File: src/rtl/fetch_queue.sv
// Instruction fetch stage: owns the fetch PC, reads the combinational mem port,
// and buffers {pc, ins} pairs in a small circular queue toward decode.
//
// Handshakes: a head entry moves to decode in any cycle where valid=1 and
// ready=1 (pop). valid is held until that happens. A fetch is issued and
// captured in any cycle where memRead=1.
module fetch_queue #(
  parameter logic [31:0] RESET_PC = 32'h0000_0000,
  parameter int          DEPTH    = 2
) (
  input  logic        clk,
  input  logic        rst_n,
  output logic [31:0] memAddr,
  output logic        memRead,
  input  logic [31:0] memData,
  input  logic        redirect,
  input  logic [31:0] redirectPc,
  output logic        valid,
  input  logic        ready,
  output logic [31:0] insOut,
  output logic [31:0] pcOut,
  output logic        fault,
  output logic        state_dbg
);

  localparam int PW = (DEPTH > 1) ? $clog2(DEPTH) : 1;
  localparam int CW = $clog2(DEPTH + 1);
  localparam logic [CW-1:0] DEPTH_C = CW'(DEPTH);

  typedef enum logic {
    ST_RUN  = 1'b0,
    ST_HALT = 1'b1
  } state_t;

  state_t          state;
  logic [31:0]     fetch_pc;
  logic [PW-1:0]   rd_ptr;
  logic [PW-1:0]   wr_ptr;
  logic [CW-1:0]   count;
  logic [31:0]     pc_mem  [DEPTH];
  logic [31:0]     ins_mem [DEPTH];

  logic pop;
  logic push;

  // Outputs toward decode depend only on registered state.
  assign valid     = (count != '0);
  assign insOut    = valid ? ins_mem[rd_ptr] : 32'h0;
  assign pcOut     = valid ? pc_mem[rd_ptr]  : 32'h0;
  assign state_dbg = state;

  assign pop     = valid & ready;
  assign push    = rst_n & (state == ST_RUN) & ~redirect & ((count < DEPTH_C) | pop);
  assign memRead = push;
  assign memAddr = fetch_pc;

  always_ff @(posedge clk) begin
    if (!rst_n) begin
      state    <= ST_RUN;
      fault    <= 1'b0;
      fetch_pc <= RESET_PC;
      rd_ptr   <= '0;
      wr_ptr   <= '0;
      count    <= '0;
    end else if (redirect) begin
      // Any same-cycle pop is already complete; everything left is dropped.
      rd_ptr <= '0;
      wr_ptr <= '0;
      count  <= '0;
      if (redirectPc[1:0] == 2'b00) begin
        fetch_pc <= redirectPc;
        state    <= ST_RUN;
        fault    <= 1'b0;
      end else begin
        state <= ST_HALT;
        fault <= 1'b1;
      end
    end else begin
      if (push) begin
        wr_ptr   <= wr_ptr + PW'(1);
        fetch_pc <= fetch_pc + 32'd4;
      end
      if (pop) begin
        rd_ptr <= rd_ptr + PW'(1);
      end
      case ({push, pop})
        2'b10:   count <= count + CW'(1);
        2'b01:   count <= count - CW'(1);
        default: count <= count;
      endcase
    end
  end

  // Payload storage needs no reset; count alone decides what is live.
  always_ff @(posedge clk) begin
    if (push) begin
      pc_mem[wr_ptr]  <= fetch_pc;
      ins_mem[wr_ptr] <= memData;
    end
  end

endmodule
File: config.mk
export PLATFORM = sky130hd
export DESIGN_NAME = fetch_queue
export DESIGN_NICKNAME = d
export VERILOG_FILES = /design/src/rtl/fetch_queue.sv
export SDC_FILE = /design/constraint.sdc
export NUM_CORES = 1
export LEC_CHECK = 0
export CORE_MARGIN = 5
export CORE_UTILIZATION = 45
export DETAILED_ROUTE_END_ITERATION = 7
export HOLD_SLACK_MARGIN = 0.02
export PLACE_DENSITY_LB_ADDON = 0.05
export SYNTH_ARGS = -nofsm -noshare
export SYNTH_HDL_FRONTEND = slang
export SYNTH_SLANG_ARGS = --single-unit
File: constraint.sdc
create_clock -name clk -period 5.7 [get_ports clk]
set_clock_uncertainty 0.15 [all_clocks]
set_input_delay 0.855 -clock clk [delete_from_list [all_inputs] [get_ports clk]]
set_output_delay 0.855 -clock clk [all_outputs]
set_load 0.01 [all_outputs]
==> insert_results.sql <==
INSERT INTO impl_metrics (metric_group, metric, value, unit) VALUES
('clock_tree', 'htreeDepth', '4', ''),
('sta', 'fin_crit_sh', '73.0', '%'),
('detailed_routing', 'route.final.wire_length', '16.9', 'mm'),
('finish', 'insertedDiodeCount', '0', ''),
('floorplanning', 'pin_count', '168', ''),
('sta', 'slew_headroom', '39.7', '%'),
('placement', 'routabilityCongestion', '0.837', ''),
('logic_synthesis', 'synthesis.yosys.warnings', '0', ''),
('logic_synthesis', 'ys.flop_type', 'sky130_fd_sc_hd__edfxtp_1', ''),
('logic_synthesis', 'post_synth_num_cell_types', '57', ''),
('detailed_routing', 'number_of_iterations_in_the_first_detailed_routing_pass', '5', ''),
('power_and_ir_drop', 'leakage', '3.05', 'nW'),
('clock_tree', 'clock_tree.root_cell', 'sky130_fd_sc_hd__clkbuf_16', ''),
('worst_setup_path', 'critical-path-slowest-cell', 'sky130_fd_sc_hd__clkdlybuf4s50_1', ''),
('sta', 'period_needed', '4.16', 'ns'),
('placement', 'io_buffers', '167', ''),
('worst_setup_path', 'critical_path.max_fanout', '22', ''),
('logic_synthesis', 'share_of_the_synthesized_area_in_the_top_cell_type', '55.0', '%'),
('floorplanning', 'die_y', '135', 'um'),
('clock_tree', 'worst_setup_hold_path_clk_slew', '0.06', 'ns'),
('clock_tree', 'postCtsSetupRepairBufs', '0', ''),
('detailed_routing', 'postRouteAntennaNets', '0', ''),
('detailed_routing', 'drt_drc_violations_left', '0', ''),
('sta', 'setup_total_negative_slack', '0', 'ns'),
('floorplanning', 'number_of_rows_created_at_floorplan', '45', ''),
('run_status', 'status', 'completed', ''),
('power_and_ir_drop', 'vdd_ir_drop_max', '182', 'uV'),
('flow_run', 'drv.max_cap_violation_count', '0', ''),
('detailed_routing', 'drt_iter0_drc', '413', ''),
('worst_setup_path', 'worstSetupStartpointType', 'input pin', ''),
('worst_setup_path', 'critical_path_arrival', '3.15', 'ns'),
('worst_setup_path', 'timing.critical_path.mode_cell', 'sky130_fd_sc_hd__clkdlybuf4s50_1', ''),
('sta', 'clock.fmax', '240', 'MHz'),
('worst_setup_path', 'worst_ep_required_time', '4.70', 'ns'),
('clock_tree', 'clock_tree_from_tritoncts', 'done', ''),
('logic_synthesis', 'syn_area', '6990', 'um^2'),
('global_route', 'grtUsageTotal', '18.8', '%'),
('logic_synthesis', 'post_synth.cell_area_avg', '12.5', 'um^2'),
('sta', 'setup_viol', '0', ''),
('floorplanning', 'die_area', '18100', 'um^2'),
('placement', 'hpwl', '11.2', 'mm'),
('logic_synthesis', 'synth-async-reset-ratio', '0', '%'),
('logic_synthesis', 'post-synth-top-area-cell', 'sky130_fd_sc_hd__edfxtp_1', ''),
('global_route', 'number_of_antenna_violations_at_the_first_check_in_global_routing', '0', ''),
('clock_tree', 'cts.path.max_buffers', '2', ''),
('finish', 'nNetsFinal', '788', ''),
('clock_tree', 'cts.sink_count', '166', ''),
('global_route', 'grt_first_pass_wirelength', '26.6', 'mm'),
('finish', 'drive_gt1_share', '7.11', '%'),
('power_and_ir_drop', 'pwr_density_cell', '284', 'nW/um^2'),
('worst_setup_path', 'worstSetupEndpointType', 'primary output', ''),
('finish', 'layout.cell_area.non_filler', '9430', 'um^2'),
('global_route', 'grt_pass1_vias', '5013', ''),
('sta', 'maxSlewViolCount', '0', ''),
('floorplanning', 'x_dimension_of_the_die', '135', 'um'),
('logic_synthesis', 'synth-seq-area-share', '65.8', '%'),
('clock_tree', 'postCtsResizedCells', '0', ''),
('logic_synthesis', 'synth_edf_count', '128', ''),
('placement', 'placement.cell_area', '8860', 'um^2'),
('detailed_routing', 'vias_per_cell', '5.51', ''),
('logic_synthesis', 'postSynthRegisterBits', '166', ''),
('finish', 'postLayoutCoreUtil', '62.0', '%'),
('worst_setup_path', 'critical_path.cell_chain', 'clkdlybuf4s50_1 -> buf_4 -> or3b_1 -> or2_1 -> inv_1 -> clkdlybuf4s50_1', ''),
('sta', 'final_report_hold_violation_count', '0', ''),
('logic_synthesis', 'synthesis.instances', '558', ''),
('detailed_routing', 'route.detailed.wl_per_inst', '18.4', 'um'),
('worst_setup_path', 'path_class', 'input pin to primary output', ''),
('worst_setup_path', 'timing.critical_path.slowest_cell_delay', '0.55', 'ns'),
('finish', 'flow.area_growth_from_synthesis', '34.8', '%'),
('clock_tree', 'post_cts_hold_buffer_count', '0', ''),
('global_route', 'remaining_overflow_grt', '0', '');
## final timing paths
path / from / to / slack (ns) / cells past startpoint
worst max register to register: state_dbg$_SDFFE_PN0P_ / pc_mem[1][20]$_DFFE_PP_ / 2.74 / 5
worst max-delay path: rst_n / memRead / 1.54 / 6
worst min register to register: memAddr[0]$_SDFFE_PN0P_ / pc_mem[1][0]$_DFFE_PP_ / 0.38 / 0
worst min-delay path: memAddr[0]$_SDFFE_PN0P_ / pc_mem[1][0]$_DFFE_PP_ / 0.38 / 0
## cells in the final DEF (no fill, tap or decap), types with 9 or more instances in the layout
| cell | synthesis | layout |
|---|---|---|
| sky130_fd_sc_hd__nand3_1 | 13 | 13 |
| sky130_fd_sc_hd__clkbuf_16 | 0 | 17 |
| sky130_fd_sc_hd__dfxtp_1 | 38 | 37 |
| sky130_fd_sc_hd__nor2_1 | 90 | 88 |
| sky130_fd_sc_hd__mux2i_1 | 67 | 67 |
| sky130_fd_sc_hd__a21oi_1 | 23 | 23 |
| sky130_fd_sc_hd__edfxtp_1 | 128 | 128 |
| sky130_fd_sc_hd__and3_1 | 9 | 9 |
| sky130_fd_sc_hd__nand2_1 | 32 | 32 |
| sky130_fd_sc_hd__o21ai_0 | 16 | 16 |
| sky130_fd_sc_hd__nand4_1 | 12 | 12 |
| sky130_fd_sc_hd__clkdlybuf4s50_1 | 0 | 167 |
## cell usage after synthesis (2+ instances only)
| cell | instances |
|---|---|
| sky130_fd_sc_hd__o22ai_1 | 2 |
| sky130_fd_sc_hd__nor3b_1 | 3 |
| sky130_fd_sc_hd__inv_1 | 5 |
| sky130_fd_sc_hd__nand3_1 | 13 |
| sky130_fd_sc_hd__o311a_1 | 2 |
| sky130_fd_sc_hd__dfxtp_1 | 38 |
| sky130_fd_sc_hd__mux2i_1 | 67 |
| sky130_fd_sc_hd__o211a_1 | 2 |
| sky130_fd_sc_hd__nor3_1 | 7 |
| sky130_fd_sc_hd__o221ai_1 | 2 |
| sky130_fd_sc_hd__nand2_1 | 32 |
| sky130_fd_sc_hd__o311ai_0 | 3 |
| sky130_fd_sc_hd__a22oi_1 | 6 |
| sky130_fd_sc_hd__buf_2 | 3 |
| sky130_fd_sc_hd__nor2_1 | 90 |
| sky130_fd_sc_hd__a21oi_1 | 23 |
| sky130_fd_sc_hd__or4_1 | 4 |
| sky130_fd_sc_hd__nand3b_1 | 3 |
| sky130_fd_sc_hd__a22o_1 | 2 |
| sky130_fd_sc_hd__edfxtp_1 | 128 |
| sky130_fd_sc_hd__and4_1 | 3 |
| sky130_fd_sc_hd__xnor2_1 | 3 |
| sky130_fd_sc_hd__nor4_1 | 4 |
| sky130_fd_sc_hd__and2_1 | 4 |
| sky130_fd_sc_hd__o21ai_0 | 16 |
| sky130_fd_sc_hd__buf_1 | 8 |
| sky130_fd_sc_hd__and3_1 | 9 |
| sky130_fd_sc_hd__nand4_1 | 12 |
| sky130_fd_sc_hd__ha_1 | 2 |
| sky130_fd_sc_hd__o21a_1 | 2 |
| sky130_fd_sc_hd__or3_1 | 2 |
| sky130_fd_sc_hd__mux2_2 | 5 |
| sky130_fd_sc_hd__nand4b_1 | 4 |
| sky130_fd_sc_hd__a31oi_1 | 4 |
| sky130_fd_sc_hd__nand2b_1 | 2 |
| sky130_fd_sc_hd__clkbuf_1 | 22 |
## registers in the layout (all words and copies together), names as in the netlist, named ones only
register   count
pc_mem        64
count          2
state_dbg      1
memAddr       32
ins_mem       64
wr_ptr         1
rd_ptr         1
## cell families after synthesis
kind of cell	share of synthesized area, %
buf+inv	2.25
fa+ha+maj	0.358
simple gates	13.4
compound gates	7.26
mux	10.4
flops	65.8
xor+xnor	0.501
## power by group
group	internal [mW]	switching (mW)
Combinational	0.118	0.102
Sequential	1.34	0.0321
Clock	0.612	0.480
Total	2.07	0.615
## cell type report
type,count,area (um^2)
fillers,1238,5770
flip-flops and latches,166,4610
multi-input cells,352,2250
repair buffers,175,1740
clock buffers,17,425
well taps,188,235
clock inverters,15,141
inverters,6,22.5
## stage by stage
| stage | hold WS [ns] | power, mW | instances | setup WS (ns) |
|---|---|---|---|---|
| after detailed placement | 0.363 | 1.62 | 887 | 1.53 |
| after CTS | 0.383 | 2.71 | 919 | 1.55 |
| after global placement | 0.346 | 1.61 | 887 | 1.53 |
| final | 0.380 | 2.68 | 919 | 1.54 |
| after floorplan | 0.317 | 1.48 | 558 | 0.707 |
| after global routing | 0.382 | 2.79 | 919 | 1.43 |
## worst max-delay path: cells and delay by family
kind          cells  cell delay (ns)
simple gates      2             0.88
buf+inv           4             1.41
## layer usage
metal  part of all wire (%)  wire, um  GRT usage, %
met1                     43      7330          24.3
met3                    6.2      1040          4.84
met2                     50      8390          31.5
met4                    1.1       178          5.60
met5                      0         0             0
Power figures use the tool's default switching activity.
